<file path="src/rtl/fetch_pkg.sv">
// Shared types and constants for the fetch sequencer and its address checker.
package fetch_pkg;

    typedef enum logic [1:0] {
        S_IDLE  = 2'd0,
        S_RUN   = 2'd1,
        S_HALT  = 2'd2,
        S_FAULT = 2'd3
    } state_t;

    localparam logic [31:0] HALT_INSTR_DEFAULT = 32'hFC00_0000;
    localparam logic [31:0] PC_INC             = 32'd4;

    // Saturating increment used by the retired-instruction counter.
    function automatic logic [31:0] sat_inc(input logic [31:0] v);
        return (v == 32'hFFFF_FFFF) ? v : v + 32'd1;
    endfunction

endpackage

</file>
<file path="src/rtl/fetch_addr_check.sv">
// Combinational legality check for a word-addressed memory byte pointer.
module fetch_addr_check #(
    parameter int unsigned ADDR_W = 8
) (
    input  logic [31:0] pc_i,
    output logic        legal_o
);

    localparam int unsigned HI_LSB = ADDR_W + 2;

    logic upper_zero;
    logic aligned;

    assign aligned = (pc_i[1:0] == 2'b00);

    // When the memory spans the full 32-bit space there are no upper bits to check.
    if (HI_LSB < 32) begin : g_hi
        assign upper_zero = (pc_i[31:HI_LSB] == '0);
    end else begin : g_full
        assign upper_zero = 1'b1;
    end

    assign legal_o = aligned && upper_zero;

endmodule

</file>
<file path="src/rtl/fetch_sequencer.sv">
// Program counter owner: loads instruction memory in IDLE, fetches one word per cycle in RUN.
module fetch_sequencer
    import fetch_pkg::*;
#(
    parameter int unsigned ADDR_W     = 8,
    parameter logic [31:0] RESET_PC   = 32'h0000_0000,
    parameter logic [31:0] HALT_INSTR = HALT_INSTR_DEFAULT
) (
    input  logic              clk,
    input  logic              rst_n,
    input  logic              start,
    input  logic              ld_valid,
    output logic              ld_ready,
    input  logic [ADDR_W-1:0] ld_addr,
    input  logic [31:0]       ld_data,
    output logic [ADDR_W-1:0] imem_addr,
    output logic              imem_we,
    output logic [31:0]       imem_wdata,
    input  logic [31:0]       imem_rdata,
    input  logic              stall,
    input  logic              redirect_valid,
    input  logic [31:0]       redirect_pc,
    output logic [31:0]       pc,
    output logic [31:0]       instr,
    output logic              instr_valid,
    output logic              halted,
    output logic              fault,
    output logic [31:0]       fault_pc,
    output logic [31:0]       retired
);

    state_t      state_q, state_d;
    logic [31:0] pc_q, pc_d;
    logic [31:0] retired_q, retired_d;
    logic [31:0] fault_pc_q, fault_pc_d;

    logic [31:0] next_pc_c;
    logic        advance_c;
    logic        halt_hit_c;
    logic        next_legal_c;

    // Next-PC selection: redirect beats stall, stall beats HALT detection.
    always_comb begin
        next_pc_c  = pc_q + PC_INC;
        advance_c  = 1'b0;
        halt_hit_c = 1'b0;
        if (redirect_valid) begin
            next_pc_c = redirect_pc;
            advance_c = 1'b1;
        end else if (stall) begin
            next_pc_c = pc_q;
        end else if (imem_rdata == HALT_INSTR) begin
            next_pc_c  = pc_q;
            halt_hit_c = 1'b1;
        end else begin
            advance_c = 1'b1;
        end
    end

    fetch_addr_check #(
        .ADDR_W (ADDR_W)
    ) u_addr_check (
        .pc_i    (next_pc_c),
        .legal_o (next_legal_c)
    );

    always_ff @(posedge clk or negedge rst_n) begin
        if (!rst_n) begin
            state_q    <= S_IDLE;
            pc_q       <= RESET_PC;
            retired_q  <= '0;
            fault_pc_q <= '0;
        end else begin
            state_q    <= state_d;
            pc_q       <= pc_d;
            retired_q  <= retired_d;
            fault_pc_q <= fault_pc_d;
        end
    end

    always_comb begin
        state_d    = state_q;
        pc_d       = pc_q;
        retired_d  = retired_q;
        fault_pc_d = fault_pc_q;
        case (state_q)
            S_IDLE, S_HALT, S_FAULT: begin
                if (start) begin
                    state_d    = S_RUN;
                    pc_d       = RESET_PC;
                    retired_d  = '0;
                    fault_pc_d = '0;
                end
            end
            S_RUN: begin
                if (advance_c) begin
                    if (next_legal_c) begin
                        pc_d      = next_pc_c;
                        retired_d = sat_inc(retired_q);
                    end else begin
                        state_d    = S_FAULT;
                        fault_pc_d = next_pc_c;
                    end
                end else if (halt_hit_c) begin
                    state_d = S_HALT;
                end
            end
            default: state_d = S_IDLE;
        endcase
    end

    // Memory port: loader owns it in IDLE, otherwise it follows the PC.
    always_comb begin
        imem_we    = 1'b0;
        imem_wdata = '0;
        imem_addr  = pc_q[ADDR_W+1:2];
        if (state_q == S_IDLE) begin
            imem_addr = '0;
            if (ld_valid) begin
                imem_we    = 1'b1;
                imem_addr  = ld_addr;
                imem_wdata = ld_data;
            end
        end
    end

    assign ld_ready    = (state_q == S_IDLE);
    assign instr_valid = (state_q == S_RUN);
    assign halted      = (state_q == S_HALT);
    assign fault       = (state_q == S_FAULT);
    assign pc          = pc_q;
    assign instr       = imem_rdata;
    assign fault_pc    = fault_pc_q;
    assign retired     = retired_q;

endmodule

</file>
<file path="config.mk">
export PLATFORM = sky130hd
export DESIGN_NAME = fetch_sequencer
export DESIGN_NICKNAME = d
export VERILOG_FILES = /design/src/rtl/fetch_pkg.sv /design/src/rtl/fetch_addr_check.sv /design/src/rtl/fetch_sequencer.sv
export SDC_FILE = /design/constraint.sdc
export NUM_CORES = 1
export LEC_CHECK = 0
export CAP_MARGIN = 5
export CORE_MARGIN = 2
export CORE_UTILIZATION = 45
export CTS_BUF_LIST = sky130_fd_sc_hd__clkbuf_4
export CTS_CLUSTER_DIAMETER = 80
export DETAILED_ROUTE_END_ITERATION = 7
export HOLD_SLACK_MARGIN = 0.08
export MAX_ROUTING_LAYER = met4
export PLACE_DENSITY = 0.84
export SYNTH_ARGS = -nofsm -noshare
export SYNTH_HDL_FRONTEND = slang
export SYNTH_SLANG_ARGS = --single-unit
</file>
<file path="constraint.sdc">
create_clock -name clk -period 4.6 [get_ports clk]
set_input_delay 0.92 -clock clk [delete_from_list [all_inputs] [get_ports clk]]
set_output_delay 0.92 -clock clk [all_outputs]
set_load 0.02 [all_outputs]
</file>
# == Word-level counts from Yosys, hierarchy flattened ==
# Cells that the tools add are included.
# totals
elab_cells,58
output_inout_bits,173
reg_bits,98
input_bits,110
# op_classes
mux,31
reduce_logical,9
addsub,2
n_eq_ne,12
# op_table
cell,n
two-way mux 32 bit,13
case mux 32 bit (2 select lines),3
"equality test 32 bit, second input constant",2
"adder 32 x 1 -> 32 bit, second input constant",1
"adder 32 x 3 -> 32 bit, second input constant",1
zero test 22 bit,1
two-way mux 8 bit,2
AND reduction 3 bit,3
two-way mux 1 bit,8
two-way mux 2 bit,4
"!= test 2 bit, second input constant",3
"equality test 2 bit, second input constant",2
zero test 2 bit,2
"!= test 2 x 1 -> 1 bit, second input constant",2
case mux 2 bit (2 select lines),1
AND reduction 4 bit,1
"!= test 3 x 1 -> 1 bit, second input constant",1
"!= test 3 bit, second input constant",1
OR reduction 3 bit,1
"equality test 2 x 1 -> 1 bit, second input constant",1
logical AND 1 bit,1

# == Logic depth before layout (Yosys ltp) ==
# depth
word_depth,9
ltp_mapped,13
ltp_nobuf,10

# == Modules after synthesis ==
# Synthesis repeated with hierarchy kept, for this count alone.
# hier_totals
cells_unflattened,719
hier_area_um2,6397.4
# modules_own_cells
module,n_inst,area_each_um2,cells_per_inst,seq_area_each_um2
fetch_sequencer,1,6339.8,710,2452.4
fetch_addr_check,1,57.6,9,0.0

# == Worst setup path before layout ==
# Ideal clock, no wire load.
# synth_timing
kind,in2reg
startpoint,in imem_rdata[17]
endpoint,reg retired_q[21] (netlist: retired[21])
setup_ns,0.139
cell_stages,11
arrival_ns,3.897
required_ns,4.461
n_path_buf,2
setup_slack_ns,0.564
path_cell_list,or4_4 > or4_4 > buf_6 > o2111a_1 > a221oi_2 > o2111a_2 > nand3_4 > nor4_4 > buf_6 > a41o_1 > a31oi_1
# synth_via
elab_chain_cells,8
word_cells_on_any_way,13
cone_classes,3 x eq/ne; 6 x mux; 4 x reduce/logical
# synth_lines
item,line,source
start: declaration,fetch_sequencer.sv:19,"input logic [31:0] imem_rdata,"
equality test 32 bit *,fetch_sequencer.sv:52,end else if (imem_rdata == HALT_INSTR) begin
two-way mux 32 bit,fetch_sequencer.sv:52,
two-way mux 32 bit,fetch_sequencer.sv:50,end else if (stall) begin
two-way mux 32 bit,fetch_sequencer.sv:47,if (redirect_valid) begin
zero test 22 bit or zero test 2 bit (tied branches),"fetch_addr_check.sv:18, fetch_addr_check.sv:14",
logical AND 1 bit,fetch_addr_check.sv:23,assign legal_o = aligned && upper_zero;
!= test 2 x 1 -> 1 bit (no source line),-,
AND reduction 4 bit (no source line) *,-,
end signal: assignment,fetch_sequencer.sv:76,retired_q <= retired_d;
end: declaration,fetch_sequencer.sv:34,"logic [31:0] retired_q, retired_d;"
# Mark *: on every way between the ends. The rest lies on a longest branch, timed or not.
# A chain may end at the register's enable or synchronous reset.

# == Worst setup path in the final report ==
# layout_timing
startpoint,in imem_rdata[17]
endpoint,reg retired_q[25] (netlist: retired[25])
# Same word-level chain as after synthesis.

==> impl_metrics.toml <==
[min_path]
hold_path.class = "register to register"

[clock_tree]
h-tree-depth = 3
cts_setup_buffers = 0
clk_path_buf_depth = 2
root_buffer = "clkbuf_4"
path_clk_slew_ps = 160
ctsHoldBuffers = 0
clock_latency_ps = 490
cts_tree = "done"
clock-sinks = 98
cts_resized = 0
numCtsBuffers = 9

[sta]
whs_ps = 513
tightest_slew_ps = 1040
fin_setup_tns_ps = 0
clock-skew-final_ps = 31.7
finalWorstSetupSlack_ps = 469
slew-limit-headroom_pct = 30.8
finalCriticalPeriod_ps = 4130
setup_viol = 0
fin_crit_sh_pct = 89.8
finalHoldViolations = 0
drv_slew = 0
rsz0062_at_grt = "no"
timing.fmax_ghz = 0.242

[finish]
n_antenna_cell = 0
fin_util_pct = 66.5
drive_gt1_share_pct = 7.46
nNetsFinal = 1126
area_delta_synth_final_pct = 44.4
final_cells = 1203

[place]
numPortBuffers = 282
place.gp.congestion = 1.00
pre_cts_ws_ps = 14.4
dp.cells = 1187
dpl.hpwl_mm = 17.4

[logic_synthesis]
async_flop_share_pct = 100
ys.warnings.count = 0
synth_edf_count = 0
synth_area_per_cell_sq_um = 8.61
synth_ff_type = "dfrtp_1"
synth_area_leaders = "dfrtp_1 37%, nand3_1 4.9%, and3_1 4.4%"
synth_nets = 889
synth_top_area_share_pct = 36.7
synth_commonest_cells = "98 x dfrtp_1, 65 x nand3_1, 63 x nand2_1"
yosysTopAreaCell = "dfrtp_1"
synth_area_sq_um = 6690
synth.distinct_cells = 65
yosysMostFrequentCell = "dfrtp_1"
yosysSeqAreaShare_pct = 36.7
syn-instance-count = 777
ys_seq_elements = 98

[detailed_routing]
wl_per_cell_um = 19.0
vias = 7078
wl_mm = 22.9
drtPass1Iterations = 5
ant_nets = 0
route.detailed.drc = 0
drt_iter0_markers = 707
avgViaCountPerCell = 5.88

[worst_setup_path]
cp-end-kind = "register"
criticalPathCategory = "input pin to register"
worstPathRequired_ps = 4960
crit_path_max_fanout = 8
startpoint_type = "input pin"
cp.arrival_ps = 4490

[global_route]
antenna_found_initial = 0
grt_pass1_wl_mm = 35.7
grt-ovfl-total = 0
grt_pass1_vias = 6695
grtUsageTotal_pct = 28.9
grt_max_degree = 70

[floorplan]
core-area_sq_um = 14500
dieArea_sq_um = 15900
dieWidth_um = 126
initial_core_util_pct = 46.0
die_h_um = 126
fp-row-count = 44
io_pins = 283

[pwr]
power_leakage_nw = 4.00
p_per_area_nw_per_um2 = 233
ir_drop_uv = 125

[job]
drv_cap = 0

[outcome]
status = "completed"
## metrics by stage
| stage | power (mW) | cell area [sq um] |
|---|---|---|
| after floorplan | 1.44 | 6690 |
| after global placement | 1.82 | 9540 |
| after detailed placement | 1.84 | 9540 |
| after CTS | 2.25 | 9660 |
| after global routing | 2.35 | 9660 |
| final | 2.25 | 9660 |
## state kept, by name, indices dropped and copies added (netlist names)
| name | flops |
|---|---|
| fault_pc | 32 |
| pc | 32 |
| retired | 32 |
| state_q | 2 |
## placed cells by master (no fill, tap or decap), drive strengths merged, types with 6 or more instances in the layout
master           n
a2111oi          6
a21oi           13
a31o            12
a31oi           40
and2            33
and3            47
buf             41
clkbuf          11
clkdlybuf4s50  280
dfrtp           98
inv             15
mux2i           19
nand2           63
nand2b           6
nand3           66
nand4           22
nor2            36
nor2b           14
nor3            12
nor4            14
o211ai           6
o21ai           40
o31ai           18
o41ai            8
or3              6
xnor2           15
xor2            11
## metal layers
metal  share of wire [%]  GRT usage (%)  routed length [um]  vias up
li1                    -              -                   -     3348
met1                  41           37.8                9400     3343
met2                  49           45.7               11100      338
met3                 7.1           4.97                1620       49
met4                 3.1           9.89                 711        0
met5                   0              -                   0        -
## kinds of logic (layout without fill, tap and decap cells)
kind of cell	count (synthesis)	count (layout)	synth area share [%]
muxes	20	20	3.01
AOI/OAI and AO/OA	183	183	19.9
xor gates and xnor gates	26	26	3.40
and+or+nand+nor	338	338	27.9
DFF	98	98	36.7
buffers and inverters	110	352	8.81
adders and majority gates	2	2	0.374
## final timing paths
kind / from / endpoint / slack [ps] / cells after the start
setup / recovery: imem_rdata[17] / retired[25] / 470 / 11
hold / removal: retired[9] / retired[9] / 510 / 1
setup reg to reg: pc[6] / fault_pc[31] / 700 / 10
hold reg to reg: retired[9] / retired[9] / 510 / 1
max in group asynchronous: rst_n / pc[2] / 3080 / 2
min in group asynchronous: rst_n / fault_pc[15] / 540 / 1
## area by class of cell
type,instances,area (sq um)
clock buffer,11,82.6
sequential,98,2450
clock inverter,5,31.3
fill,1189,4880
inverter,15,56.3
tap,184,230
multi-input combinational,569,3650
timing repair buffer,321,3160
## report_power, final
part	internal, mW	switching (mW)	total, mW
logic	0.374	0.454	0.828
registers	0.931	0.0635	0.994
clock network	0.122	0.306	0.428
## critical path, cell delays in order
cell and delay [ps]:
clkdlybuf4s50_1 420, or4_4 540, or4_4 590, buf_4 190
o2111ai_1 260, xor2_1 200, o2111a_2 240, and3_1 250
nand4_1 290, o41ai_1 450, a31oi_1 130
No activity file was read; power rests on OpenSTA's default activity.
